## src/rtl/lsu_pkg.sv

```systemverilog
// lsu_pkg: shared definitions for the load/store unit.
//   - RV32 funct3 width codes for loads and stores
//   - FSM state encoding
//   - lsu_req_error(): flags misaligned or illegal requests
package lsu_pkg;

    localparam logic [2:0] F3_B  = 3'd0;
    localparam logic [2:0] F3_H  = 3'd1;
    localparam logic [2:0] F3_W  = 3'd2;
    localparam logic [2:0] F3_BU = 3'd4;
    localparam logic [2:0] F3_HU = 3'd5;

    typedef enum logic [1:0] {
        ST_IDLE  = 2'd0,
        ST_READ  = 2'd1,
        ST_WRITE = 2'd2,
        ST_DONE  = 2'd3
    } lsu_state_e;

    // A request is rejected when the width code is not legal for its
    // direction (stores have no unsigned variants) or when the address is
    // not naturally aligned to the access size.
    function automatic logic lsu_req_error(input logic       is_store,
                                           input logic [2:0] f3,
                                           input logic [1:0] addr_lo);
        logic illegal;
        logic misaligned;
        case (f3)
            F3_B, F3_H, F3_W: illegal = 1'b0;
            F3_BU, F3_HU:     illegal = is_store;
            default:          illegal = 1'b1;
        endcase
        case (f3)
            F3_H, F3_HU: misaligned = addr_lo[0];
            F3_W:        misaligned = (addr_lo != 2'b00);
            default:     misaligned = 1'b0;
        endcase
        return illegal | misaligned;
    endfunction

endpackage

```

## src/rtl/lsu_align.sv

```systemverilog
// lsu_align: combinational lane logic for the load/store unit.
// Ports:
//   funct3_i     width code of the request
//   addr_lo_i    byte offset within the word
//   word_i       word read from memory
//   store_data_i store source operand
//   load_data_o  selected lane, sign/zero extended (whole word for LW)
//   merged_o     word_i with the store lane replaced (store_data_i for SW)
module lsu_align
    import lsu_pkg::*;
(
    input  logic [2:0]  funct3_i,
    input  logic [1:0]  addr_lo_i,
    input  logic [31:0] word_i,
    input  logic [31:0] store_data_i,
    output logic [31:0] load_data_o,
    output logic [31:0] merged_o
);

    logic [7:0]  byte_sel;
    logic [15:0] half_sel;

    always_comb begin
        case (addr_lo_i)
            2'd0:    byte_sel = word_i[7:0];
            2'd1:    byte_sel = word_i[15:8];
            2'd2:    byte_sel = word_i[23:16];
            default: byte_sel = word_i[31:24];
        endcase
        half_sel = addr_lo_i[1] ? word_i[31:16] : word_i[15:0];

        load_data_o = word_i;
        case (funct3_i)
            F3_B:    load_data_o = {{24{byte_sel[7]}}, byte_sel};
            F3_BU:   load_data_o = {24'd0, byte_sel};
            F3_H:    load_data_o = {{16{half_sel[15]}}, half_sel};
            F3_HU:   load_data_o = {16'd0, half_sel};
            default: load_data_o = word_i;
        endcase

        merged_o = store_data_i;
        case (funct3_i)
            F3_B: begin
                merged_o = word_i;
                case (addr_lo_i)
                    2'd0:    merged_o[7:0]   = store_data_i[7:0];
                    2'd1:    merged_o[15:8]  = store_data_i[7:0];
                    2'd2:    merged_o[23:16] = store_data_i[7:0];
                    default: merged_o[31:24] = store_data_i[7:0];
                endcase
            end
            F3_H: begin
                merged_o = word_i;
                if (addr_lo_i[1]) merged_o[31:16] = store_data_i[15:0];
                else              merged_o[15:0]  = store_data_i[15:0];
            end
            default: merged_o = store_data_i;
        endcase
    end

endmodule

```

## src/rtl/load_store_unit.sv

```systemverilog
// load_store_unit: byte/half/word load-store engine between the pipeline
// and a word-organised data memory. Sub-word stores use read-modify-write.
// Ports:
//   clk, reset                   clock, synchronous active-high reset
//   lsuStart/lsuWrite/funct3/
//   addr/storeData               request (sampled only while lsuBusy=0)
//   lsuBusy/lsuDone/lsuError/
//   loadData                     pipeline response
//   memAddr/memReadEnable/
//   memReadData/memWriteEnable/
//   memWriteData                 word-aligned memory port
//   dbgState                     current FSM state (lsu_state_e encoding)
//
// Handshake: a request is taken on a rising edge where lsuStart=1 and
// lsuBusy=0; lsuBusy then stays high until the end of the single cycle in
// which lsuDone pulses (with lsuError/loadData valid). lsuStart while busy
// is dropped, never queued.
module load_store_unit
    import lsu_pkg::*;
#(
    parameter int ADDR_W = 32,
    parameter int DATA_W = 32
) (
    input  logic              clk,
    input  logic              reset,
    input  logic              lsuStart,
    input  logic              lsuWrite,
    input  logic [2:0]        funct3,
    input  logic [ADDR_W-1:0] addr,
    input  logic [DATA_W-1:0] storeData,
    output logic              lsuBusy,
    output logic              lsuDone,
    output logic              lsuError,
    output logic [DATA_W-1:0] loadData,
    output logic [ADDR_W-1:0] memAddr,
    output logic              memReadEnable,
    input  logic [DATA_W-1:0] memReadData,
    output logic              memWriteEnable,
    output logic [DATA_W-1:0] memWriteData,
    output logic [1:0]        dbgState
);

    lsu_state_e        state_q;
    logic              write_q;
    logic [2:0]        funct3_q;
    logic [1:0]        addr_lo_q;
    logic [DATA_W-1:0] store_q;

    logic              busy_q;
    logic              done_q;
    logic              err_q;
    logic [DATA_W-1:0] load_q;
    logic [ADDR_W-1:0] maddr_q;
    logic              re_q;
    logic              we_q;
    logic [DATA_W-1:0] wdata_q;

    logic [DATA_W-1:0] load_ext_d;
    logic [DATA_W-1:0] merge_word_d;

    // Lane logic works on the live read word so the READ edge can both
    // capture the load result and build the RMW word in one step.
    lsu_align u_align (
        .funct3_i     (funct3_q),
        .addr_lo_i    (addr_lo_q),
        .word_i       (memReadData),
        .store_data_i (store_q),
        .load_data_o  (load_ext_d),
        .merged_o     (merge_word_d)
    );

    always_ff @(posedge clk) begin
        if (reset) begin
            state_q   <= ST_IDLE;
            write_q   <= 1'b0;
            funct3_q  <= 3'd0;
            addr_lo_q <= 2'd0;
            store_q   <= '0;
            busy_q    <= 1'b0;
            done_q    <= 1'b0;
            err_q     <= 1'b0;
            load_q    <= '0;
            maddr_q   <= '0;
            re_q      <= 1'b0;
            we_q      <= 1'b0;
            wdata_q   <= '0;
        end else begin
            case (state_q)
                ST_IDLE: begin
                    re_q <= 1'b0;
                    we_q <= 1'b0;
                    if (lsuStart) begin
                        write_q   <= lsuWrite;
                        funct3_q  <= funct3;
                        addr_lo_q <= addr[1:0];
                        store_q   <= storeData;
                        busy_q    <= 1'b1;
                        load_q    <= '0;
                        maddr_q   <= {addr[ADDR_W-1:2], 2'b00};
                        if (lsu_req_error(lsuWrite, funct3, addr[1:0])) begin
                            // Rejected requests answer immediately, no strobe.
                            state_q <= ST_DONE;
                            done_q  <= 1'b1;
                            err_q   <= 1'b1;
                        end else if (lsuWrite && funct3 == F3_W) begin
                            // Full-word store needs no read.
                            state_q <= ST_WRITE;
                            we_q    <= 1'b1;
                            wdata_q <= storeData;
                        end else begin
                            state_q <= ST_READ;
                            re_q    <= 1'b1;
                        end
                    end
                end
                ST_READ: begin
                    re_q <= 1'b0;
                    if (write_q) begin
                        state_q <= ST_WRITE;
                        we_q    <= 1'b1;
                        wdata_q <= merge_word_d;
                    end else begin
                        state_q <= ST_DONE;
                        done_q  <= 1'b1;
                        load_q  <= load_ext_d;
                    end
                end
                ST_WRITE: begin
                    we_q    <= 1'b0;
                    wdata_q <= '0;
                    state_q <= ST_DONE;
                    done_q  <= 1'b1;
                end
                ST_DONE: begin
                    state_q <= ST_IDLE;
                    done_q  <= 1'b0;
                    err_q   <= 1'b0;
                    busy_q  <= 1'b0;
                    maddr_q <= '0;
                end
                default: begin
                    state_q <= ST_IDLE;
                end
            endcase
        end
    end

    assign lsuBusy        = busy_q;
    assign lsuDone        = done_q;
    assign lsuError       = err_q;
    assign loadData       = load_q;
    assign memAddr        = maddr_q;
    assign memReadEnable  = re_q;
    assign memWriteEnable = we_q;
    assign memWriteData   = wdata_q;
    assign dbgState       = state_q;

endmodule

```

## config.mk

```make
export PLATFORM = sky130hd
export DESIGN_NAME = load_store_unit
export DESIGN_NICKNAME = d
export VERILOG_FILES = /design/src/rtl/lsu_pkg.sv /design/src/rtl/lsu_align.sv /design/src/rtl/load_store_unit.sv
export SDC_FILE = /design/constraint.sdc
export NUM_CORES = 1
export LEC_CHECK = 0
export BUFFER_PORTS_ARGS = -buffer_cell sky130_fd_sc_hd__buf_2
export CORE_ASPECT_RATIO = 1.1
export CORE_UTILIZATION = 35
export DETAILED_ROUTE_END_ITERATION = 16
export GPL_TIMING_DRIVEN = 0
export HOLD_SLACK_MARGIN = 0.15
export PLACE_DENSITY = 0.64
export SLEW_MARGIN = 40
export SYNTH_ARGS = -nofsm -noshare
export SYNTH_HDL_FRONTEND = slang
export SYNTH_SLANG_ARGS = --single-unit
```

## constraint.sdc

```tcl
create_clock -name clk -period 3.7 [get_ports clk]
set_clock_uncertainty 0.05 [all_clocks]
set_input_delay 0.555 -clock clk [delete_from_list [all_inputs] [get_ports clk]]
set_output_delay 0.555 -clock clk [all_outputs]
set_load 0.01 [all_outputs]
```

; Yosys cells after proc, flatten, opt, wreduce, memory -nomap -nowiden
; Cells that the tools add are included.
[op_classes]
eq_ne = 18
muxes = 49
bitwise = 1
reduce_logical = 20
[ops]
columns = cell, count
row1 = $mux 32, 7
row2 = $pmux 32 s2, 3
row3 = $pmux 32 s4, 1
row4 = $pmux 32 s3, 1
row5 = $mux 16, 3
row6 = $mux 8, 4
row7 = $pmux 8 s3, 1
row8 = $mux 1, 18
row9 = $eq 3x3->1 const B, 4
row10 = $ne 2x2->1 const B, 6
row11 = $pmux 1 s2, 5
row12 = $reduce_and 3->1, 3
row13 = $pmux 2 s4, 1
row14 = $eq 2x2->1 const B, 3
row15 = $eq 3x1->1 const B, 2
row16 = $logic_not 3->1, 2
row17 = $mux 2, 3
row18 = $reduce_and 2->1, 3
row19 = $reduce_bool 2->1, 3
row20 = $reduce_or 3->1, 2
row21 = $reduce_and 5->1, 1
row22 = $eq 2x1->1 const B, 2
row23 = $logic_not 2->1, 2
row24 = $pmux 1 s4, 1
row25 = other kinds (6), 7
[word_totals]
register_bits = 141
inputBits = 103
out_inout_bits = 103
wordCells = 101

; Longest topological paths before layout
; Gate-level depths: netlist of run 1.
[depth]
word_depth = 10
mapped_depth = 9
depth_no_buf = 7

; Hierarchy
; From an unflattened synthesis of run 1, not the netlist that was laid out.
[unflattened]
cells_unflattened = 889
area_unflattened_um2 = 7065.5
[by_module_without_submodules]
columns = mod, n_inst, cells_per_inst, area_each_um2, seq_area_each_um2
row1 = load_store_unit, 1, 647, 5432.7, 2782.7
row2 = lsu_align, 1, 242, 1632.8, 0.0

; Worst setup path after synthesis of run 1
; Ideal clock, no wire load.
[synth_path]
kind = reg2reg
startpoint = reg state_q[1] (netlist: dbgState[1])
endpoint = reg wdata_q[12] (netlist: memWriteData[12])
setup_ns = 0.124
arrival_ns = 1.978
required_ns = 3.526
path_slack_ns = 1.548
path_stages_with_launch = 10
n_path_buf = 2
synth_period_minus_slack_ns = 2.152
path_cell_list = dfxtp_1 inv_1 ha_1 nor2b_1 buf_2 or2_2 a21o_1 buf_2 a221oi_1 a21oi_1
[synth_via]
elab_chain_len = 3
word_cells_on_any_way = 10
cone_classes = 6 x eq/ne / 1 x mux / 3 x reduce/logical
[synth_rtl]
columns = element, line_no
row1 = start: declaration, load_store_unit.sv:43  ; lsu_state_e state_q;
row2 = start signal: assignment, load_store_unit.sv:74  ; state_q <= ST_IDLE;
row3 = start signal: assignment, load_store_unit.sv:102  ; state_q <= ST_DONE;
row4 = start signal: assignment, load_store_unit.sv:107  ; state_q <= ST_WRITE;
row5 = $eq 2x1->1 (tied with other cells), load_store_unit.sv:88  ; case (state_q)
row6 = $ne 2x2->1 (no source line) or $reduce_bool 3->1 (tied branches), n/a
row7 = $reduce_and 5->1 (no source line), n/a
row8 = end signal: assignment, load_store_unit.sv:109  ; wdata_q <= storeData;
row9 = end signal: assignment, load_store_unit.sv:121  ; wdata_q <= merge_word_d;
row10 = end: declaration, load_store_unit.sv:56  ; logic [DATA_W-1:0] wdata_q;
; Several ways; a longest one is shown, not always the timed one.
; A chain may end at the register's enable or synchronous reset.

; Final worst setup path of run 1
[layout_path]
startpoint = reg state_q[0] (netlist: dbgState[0])
endpoint = reg load_q[30] (netlist: loadData[30])
[layout_via]
elab_chain_len = 3
word_cells_on_any_way = 7
cone_classes = 3 x eq/ne / 1 x mux / 3 x reduce/logical
[layout_rtl]
columns = element, line_no
row1 = $eq 2x1->1 or $logic_not 2->1 (tied branches), load_store_unit.sv:88
row2 = $ne 2x2->1 (no source line) or $reduce_bool 2->1 (tied branches), n/a
row3 = $reduce_and 3->1 (no source line), n/a
row4 = end signal: assignment, load_store_unit.sv:125  ; load_q <= load_ext_d;
row5 = end: declaration, load_store_unit.sv:52  ; logic [DATA_W-1:0] load_q;
; Several ways; a longest one is shown, not always the timed one.

==> results.txt, run 1 <==
Status: finished clean
Hold buffers post-CTS: 0
Clock share of power: 26.5%
Clk_lat worst skew: 440 ps
Fin area: 0.008262 sq mm
Width of the die: 130.4 microns
CTS tree: yes
Post-CTS setup buffer count: 0
Power density over the cells: 787.2 mW/mm^2
Dominant synthesized flop cell: dfxtp_1
Number of flops mapped to enable cells by yosys: 0
Netlist Area Pre-Place: 0.006351 sq mm
Initial DRC Count: 603
Max_cap viols: 0
Vias per cell: 5.455
R2R setup slack: 1090 ps
Most frequent cells in the layout: buf_2, dfxtp_1, nand2_1
Tot GR Track Use: 24.78%
Seq/Total Area, Yosys: 43.81%
FF-to-FF Start: dbgState[0]$_SDFFE_PP0P_
CTS Buf Count: 17
H-tree levels: 4
Tightest Pin Transition: 731.2 ps
Final nets: 1082
Critical Path AT: 2930 ps
Antenna diodes: 0
Hold Path Origin: addr[19]
Final Hold Vio Count: 0
Fin crit period: 2608 ps
Largest net degree at the start of global routing: 17
YS warnings: 0
P&R area growth vs syn: 30.08%
Root buffer cell: clkbuf_16
Initial core utilization: 35.80%
End of the worst register-to-register path: loadData[30]$_SDFFE_PP0P_
DR vias: 6688
Async S/R FF share, synth: 0%
Multi-input gate area: 0.003251 sq mm
Startpoint class of the critical path: flop
First-pass DRT Iterations: 7
F_max: 0.3834 GHz
# port buffers: 203
Antenna violations before repair: 0
Leak pwr: 3.538 nW
Worst Path Required: 4020 ps
RSZ-0062 raised after global routing: no
Post-route ant nets: 0
Critical path capture point type: flop
Critical path fanouts, max: 10
CP Class: flop to flop
Layout filler cell count: 1803
Drt drc: 0
CTS Sinks: 139
Maximum vdd ir drop: 403.8 uV
Placeable Area: 0.01774 sq mm
Final TNS setup: 0 ps
CTS clk-pin slew, worst paths: 70 ps
Normalized max-slew margin: 51.25%
Hold Path End: memAddr[19]$_SDFFE_PP0P_
Synthesized area per cell: 8.446 sq um
Sequential cell area: 0.002783 sq mm
Final Core Density: 46.57%
Switching Power: 2.706 mW
Sw Ratio: 41.60%
Routability cong.: 0.9792
Final HPWL DP: 17500 microns
Layout cells sized above 1: 29.96%
Drt total wl: 22920 microns
Post_cts resized: 0
First-pass GRT wire length: 34360 microns
Slew Limit Fails: 0
Most common cell after layout, fill and taps aside: buf_2
Synth unique cells: 47
Avg WL per Cell: 18.69 microns
Internal power: 3.798 mW
Floorplan row count: 51
Combinational share of power: 41.4%
Total I/O pin count: 206
Period utilisation layout: 70.50%
Die area: 0.01869 sq mm
Post-Synthesis Cells: 752
Worst Hold Class: primary input to flop
Worst R2R Path Depth: 8
Die Y: 143.3 microns
DP Area: 0.007669 sq mm
Flops & latches, synth: 139
Flop pwr share: 32.1%
Clock Path Buffers: 2
Vias in the first global route: 6107
Hold path depth: 3
Final Setup Violations: 0
GRT overflow: 0
## how the worst max path moves through the flow
stage / from / slack, ps / end / depth (start not counted)
2_1_floorplan: dbgState[1]$_SDFFE_PP0P_ / 1550 / memWriteData[12]$_SDFFE_PP0P_ / 9
3_3_place_gp: dbgState[0]$_SDFFE_PP0P_ / 1090 / loadData[29]$_SDFFE_PP0P_ / 8
3_5_place_dp: dbgState[0]$_SDFFE_PP0P_ / 1130 / loadData[19]$_SDFFE_PP0P_ / 8
4_1_cts: dbgState[0]$_SDFFE_PP0P_ / 1110 / loadData[19]$_SDFFE_PP0P_ / 8
5_1_grt: dbgState[0]$_SDFFE_PP0P_ / 920 / loadData[21]$_SDFFE_PP0P_ / 8
6_report: dbgState[0]$_SDFFE_PP0P_ / 1090 / loadData[30]$_SDFFE_PP0P_ / 8
## power by group through the flow
stage          clock network [mW]  registers (mW)  logic [mW]
6_report                     1.72            2.09        2.69
5_1_grt                      1.81            2.12        2.96
4_1_cts                      1.74            2.08        2.68
3_5_place_dp                    0            2.11        2.67
3_3_place_gp                    0            2.10        2.66
2_1_floorplan                   0            2.20        1.60
## Yosys cell counts (all sizes together), types with 4 or more instances
library cell	n	area, sq um
a211oi	26	195.2
a21oi	87	439.2
a221oi	21	183.9
a222oi	4	40.04
a22o	17	161.4
a22oi	30	225.2
a31o	8	70.07
a32o	8	80.08
and3	13	81.33
buf	19	111.4
clkbuf	46	172.7
dfxtp	139	2783
ha	4	50.05
inv	11	41.29
mux2	16	180.2
mux2i	9	90.09
nand2	114	430.4
nand2b	28	177.7
nand3	10	50.05
nor2	61	229.0
o21ai	37	185.2
o221ai	11	96.34
o311a	7	70.07
## registers in the layout, summed over array words and instances, names as in the netlist
| register | cells |
|---|---|
| memAddr | 30 |
| loadData | 32 |
| addr_lo_q | 2 |
| memReadEnable | 1 |
| store_q | 32 |
| lsuError | 1 |
| funct3_q | 3 |
| dbgState | 2 |
| write_q | 1 |
| lsuBusy | 1 |
| memWriteData | 32 |
| lsuDone | 1 |
| memWriteEnable | 1 |
## per-layer routing
metal / up-vias / track usage (%) / share of wire (%)
met3: 52 / 4.721 / 8.1
met4: 0 / 9.982 / 2.7
li1: 3183 / - / -
met1: 3118 / 32.95 / 43
met2: 335 / 39.19 / 47
met5: - / 0 / 0
## critical path, stage by stage, from the launching register on
cell	delay (ps)
dfxtp_1	400
inv_1	80
ha_1	190
buf_2	180
o211ai_1	570
and2_1	220
clkbuf_1	380
buf_2	310
a22o_1	160
## layout make-up
cell class	instances	area share (%)
sequential	139	33.68
timing repair buffer	203	12.30
clock inverter	15	1.984
inverter	11	0.4998
tap	238	3.604
multi-input combinational	538	39.35
clock buffer	17	5.149
buffer	65	3.438
## cells by family (layout without fill, tap and decap cells)
kind of cell / after synthesis / count (layout) / synth area share [%]
AO/OA/AOI/OAI: 265 / 265 / 28.92
AND/OR/NAND/NOR: 241 / 241 / 16.69
flip-flops: 139 / 139 / 43.81
buffers and inverters: 76 / 311 / 5.122
multiplexers: 26 / 26 / 4.610
adder cells (fa/ha/maj): 4 / 4 / 0.7881
other: 1 / 2 / 0.05904
## stage by stage
step	setup WS [ps]	hold slack, ps	cells	power, mW
floorplan	1548	383.2	753	3.806
detailed placement	1132	394.7	1194	4.779
finish	1092	306.1	1226	6.503
global placement	1093	386.5	1194	4.765
global route	921.7	312.7	1226	6.898
CTS	1106	304.7	1226	6.505
Note: power is estimated with default switching activity, not from simulation.
==> run 2: changes to the inputs <==
Settings changed: PLACE_DENSITY 0.64 to 0.66.
Clock period 3.7 ns to 2.22 ns, I/O delays scaled along.
==> run 2 against run 1 <==
  * Wire length up 5.5%
  * Core utilization is 4.7 points higher
  * Die area unchanged
  * Design area rose by 10%
  * Register-to-register slack worse by 1000 ps
  * Critical endpoint is now memWriteData[4]$_SDFFE_PP0P_
  * Largest power group unchanged
==> results.txt, run 2 (synthesis gave the netlist of run 1 again) <==
Antenna diodes: 0 (unchanged)
Initial core utilization: 35.80% (unchanged)
Root buffer cell: clkbuf_16
Critical path fanouts, max: 10 (unchanged)
Leak pwr: 3.893 nW (+10%)
Drt total wl: 24180 microns (+5.5%)
Post-route ant nets: 0 (unchanged)
Layout filler cell count: 1750 (-2.9%)
Critical path capture point type: flop
Period utilisation layout: 97.09% (+27 points)
F_max: 0.4639 GHz (+21%)
Tightest Pin Transition: 670.5 ps (-60.74 ps)
DR vias: 6886 (+3.0%)
Final Setup Violations: 0 (unchanged)
CTS tree: yes
CTS Buf Count: 17 (unchanged)
Slew Limit Fails: 0 (unchanged)
Fin crit period: 2155 ps (-452.9 ps)
Worst Hold Class: primary input to flop
Layout cells sized above 1: 31.91% (+2.0 points)
First-pass GRT wire length: 36090 microns (+5.0%)
Critical Path AT: 2420 ps (-510 ps)
Most frequent cells in the layout: buf_2, dfxtp_1, nand2_1
Floorplan row count: 51 (unchanged)
Vias in the first global route: 6575 (+7.7%)
Global Route met1 Usage: 32.89% (-0.054 points)
Final HPWL DP: 17560 microns (+0.30%)
GRT overflow: 0 (unchanged)
Gr busiest metal: met2
Tot GR Track Use: 25.79% (+1.0 points)
Final nets: 1150 (+6.3%)
Initial DRC Count: 526 (-13%)
Drt drc: 0 (unchanged)
CP Class: flop to flop
Routability cong.: 0.9310 (-4.9%)
Design Power: 11.12 mW (+71%)
Width of the die: 130.4 microns (unchanged)
Vias per cell: 5.321 (-2.5%)
Final Hold Vio Count: 0 (unchanged)
Normalized max-slew margin: 55.30% (+4.0 points)
Power density over the cells: 1223 mW/mm^2 (+55%)
Maximum vdd ir drop: 687.5 uV (+70%)
Most common cell after layout, fill and taps aside: buf_2
Clock Path Buffers: 2 (unchanged)
Clk_lat worst skew: 430 ps (about the same)
R2R setup slack: 60 ps (-1030 ps)
Total I/O pin count: 206 (unchanged)
Antenna violations before repair: 0 (unchanged)
Die area: 0.01869 sq mm (unchanged)
Final TNS setup: 0 ps (unchanged)
CTS Sinks: 139 (unchanged)
Largest net degree at the start of global routing: 20 (+3)
First-pass DRT Iterations: 5 (-2)
P&R area growth vs syn: 43.09%
Startpoint class of the critical path: flop
Avg WL per Cell: 18.68 microns (about the same)
# port buffers: 203 (unchanged)
Max_cap viols: 0 (unchanged)
RSZ-0062 raised after global routing: yes
Placeable Area: 0.01774 sq mm (unchanged)
Met3 usage: 6.294% (+1.6 points)
Die Y: 143.3 microns (unchanged)
Worst Path Required: 2480 ps (-1540 ps)
Placed cell count: 1194 (unchanged)
Final hold slack: 212.6 ps (-93.52 ps)
Status: finished clean
H-tree levels: 4 (unchanged)
Met2 Usage GRT: 41.60% (+2.4 points)
Fin cells: 1294 (+5.5%)
CTS clk-pin slew, worst paths: 70 ps (about the same)
[run 2: cell count changes in the layout (fill, tap and decap cells not counted), moves of 5 or more]
cell and delta:
a211oi_1 -5, a211oi_2 +5, dlygate4sd3_1 +68, clkbuf_2 +13, clkbuf_1 -18, buf_4 +5
[run 2: per-layer routing]
metal,routed length [microns],up-vias,part of all wire (%)
li1,-,3321,-
met1,10570,3227,44
met2,11360,284,47
met3,1579,54,6.5
met4,668,0,2.8
met5,0,-,0
[run 2: stage by stage]
stage / worst slack, ps / cell area [sq um] / util, %
2_1_floorplan: 67.67 / 6355 / -
3_3_place_gp: -393.8 / 7669 / 43.23
3_5_place_dp: -363.8 / 7669 / 43.23
4_1_cts: 25.45 / 9000 / 50.73
5_1_grt: -28.47 / 9087 / 51.23
6_report: 64.51 / 9087 / 51.23
[run 2: cell type report]
class / instances / area [sq um] / area share, %
clock buffer: 17 / 425.4 / 4.681
multi-input combinational: 538 / 3353 / 36.90
inverter: 11 / 41.29 / 0.4544
sequential: 139 / 2784 / 30.63
timing repair buffer: 274 / 1732 / 19.06
buffer: 62 / 307.8 / 3.387
tap: 238 / 297.8 / 3.277
clock inverter: 15 / 146.4 / 1.611
[run 2: final timing paths]
kind / cells past startpoint / startpoint / end
max reg2reg: 9 / dbgState[1]$_SDFFE_PP0P_ / memWriteData[4]$_SDFFE_PP0P_
min: 3 / memReadData[13] / memWriteData[13]$_SDFFE_PP0P_
max: 9 / dbgState[1]$_SDFFE_PP0P_ / memWriteData[4]$_SDFFE_PP0P_
min reg2reg: 2 / loadData[6]$_SDFFE_PP0P_ / loadData[6]$_SDFFE_PP0P_
[run 2: what timing repair did]
| action | 4_1_cts | 5_1_grt |
|---|---|---|
| gates resized for setup | 19 | 43 |
| endpoints found under the hold margin | 69 | 0 |
| buffers inserted | 3 | 0 |
| pin swaps | 2 | 0 |
| hold buffers | 68 | 0 |
| setup endpoints to repair | 77 | 110 |
[run 2: critical path: stages (launching register included)]
cell and delay (ps):
dfxtp_2 370, inv_1 70, ha_2 220, nor2b_1 140
buf_2 190, or2_4 270, a21o_4 220, buf_4 190
a221oi_1 240, nor2_1 90
[run 2: power by group]
part           internal [mW]  switching, mW  total [mW]  leakage (nW)
combinational           1.86           2.98        4.84          2.48
clock                   1.49           1.28        2.78         0.277
sequential              3.11          0.384        3.49          1.14
total                   6.46           4.65        11.1          3.89
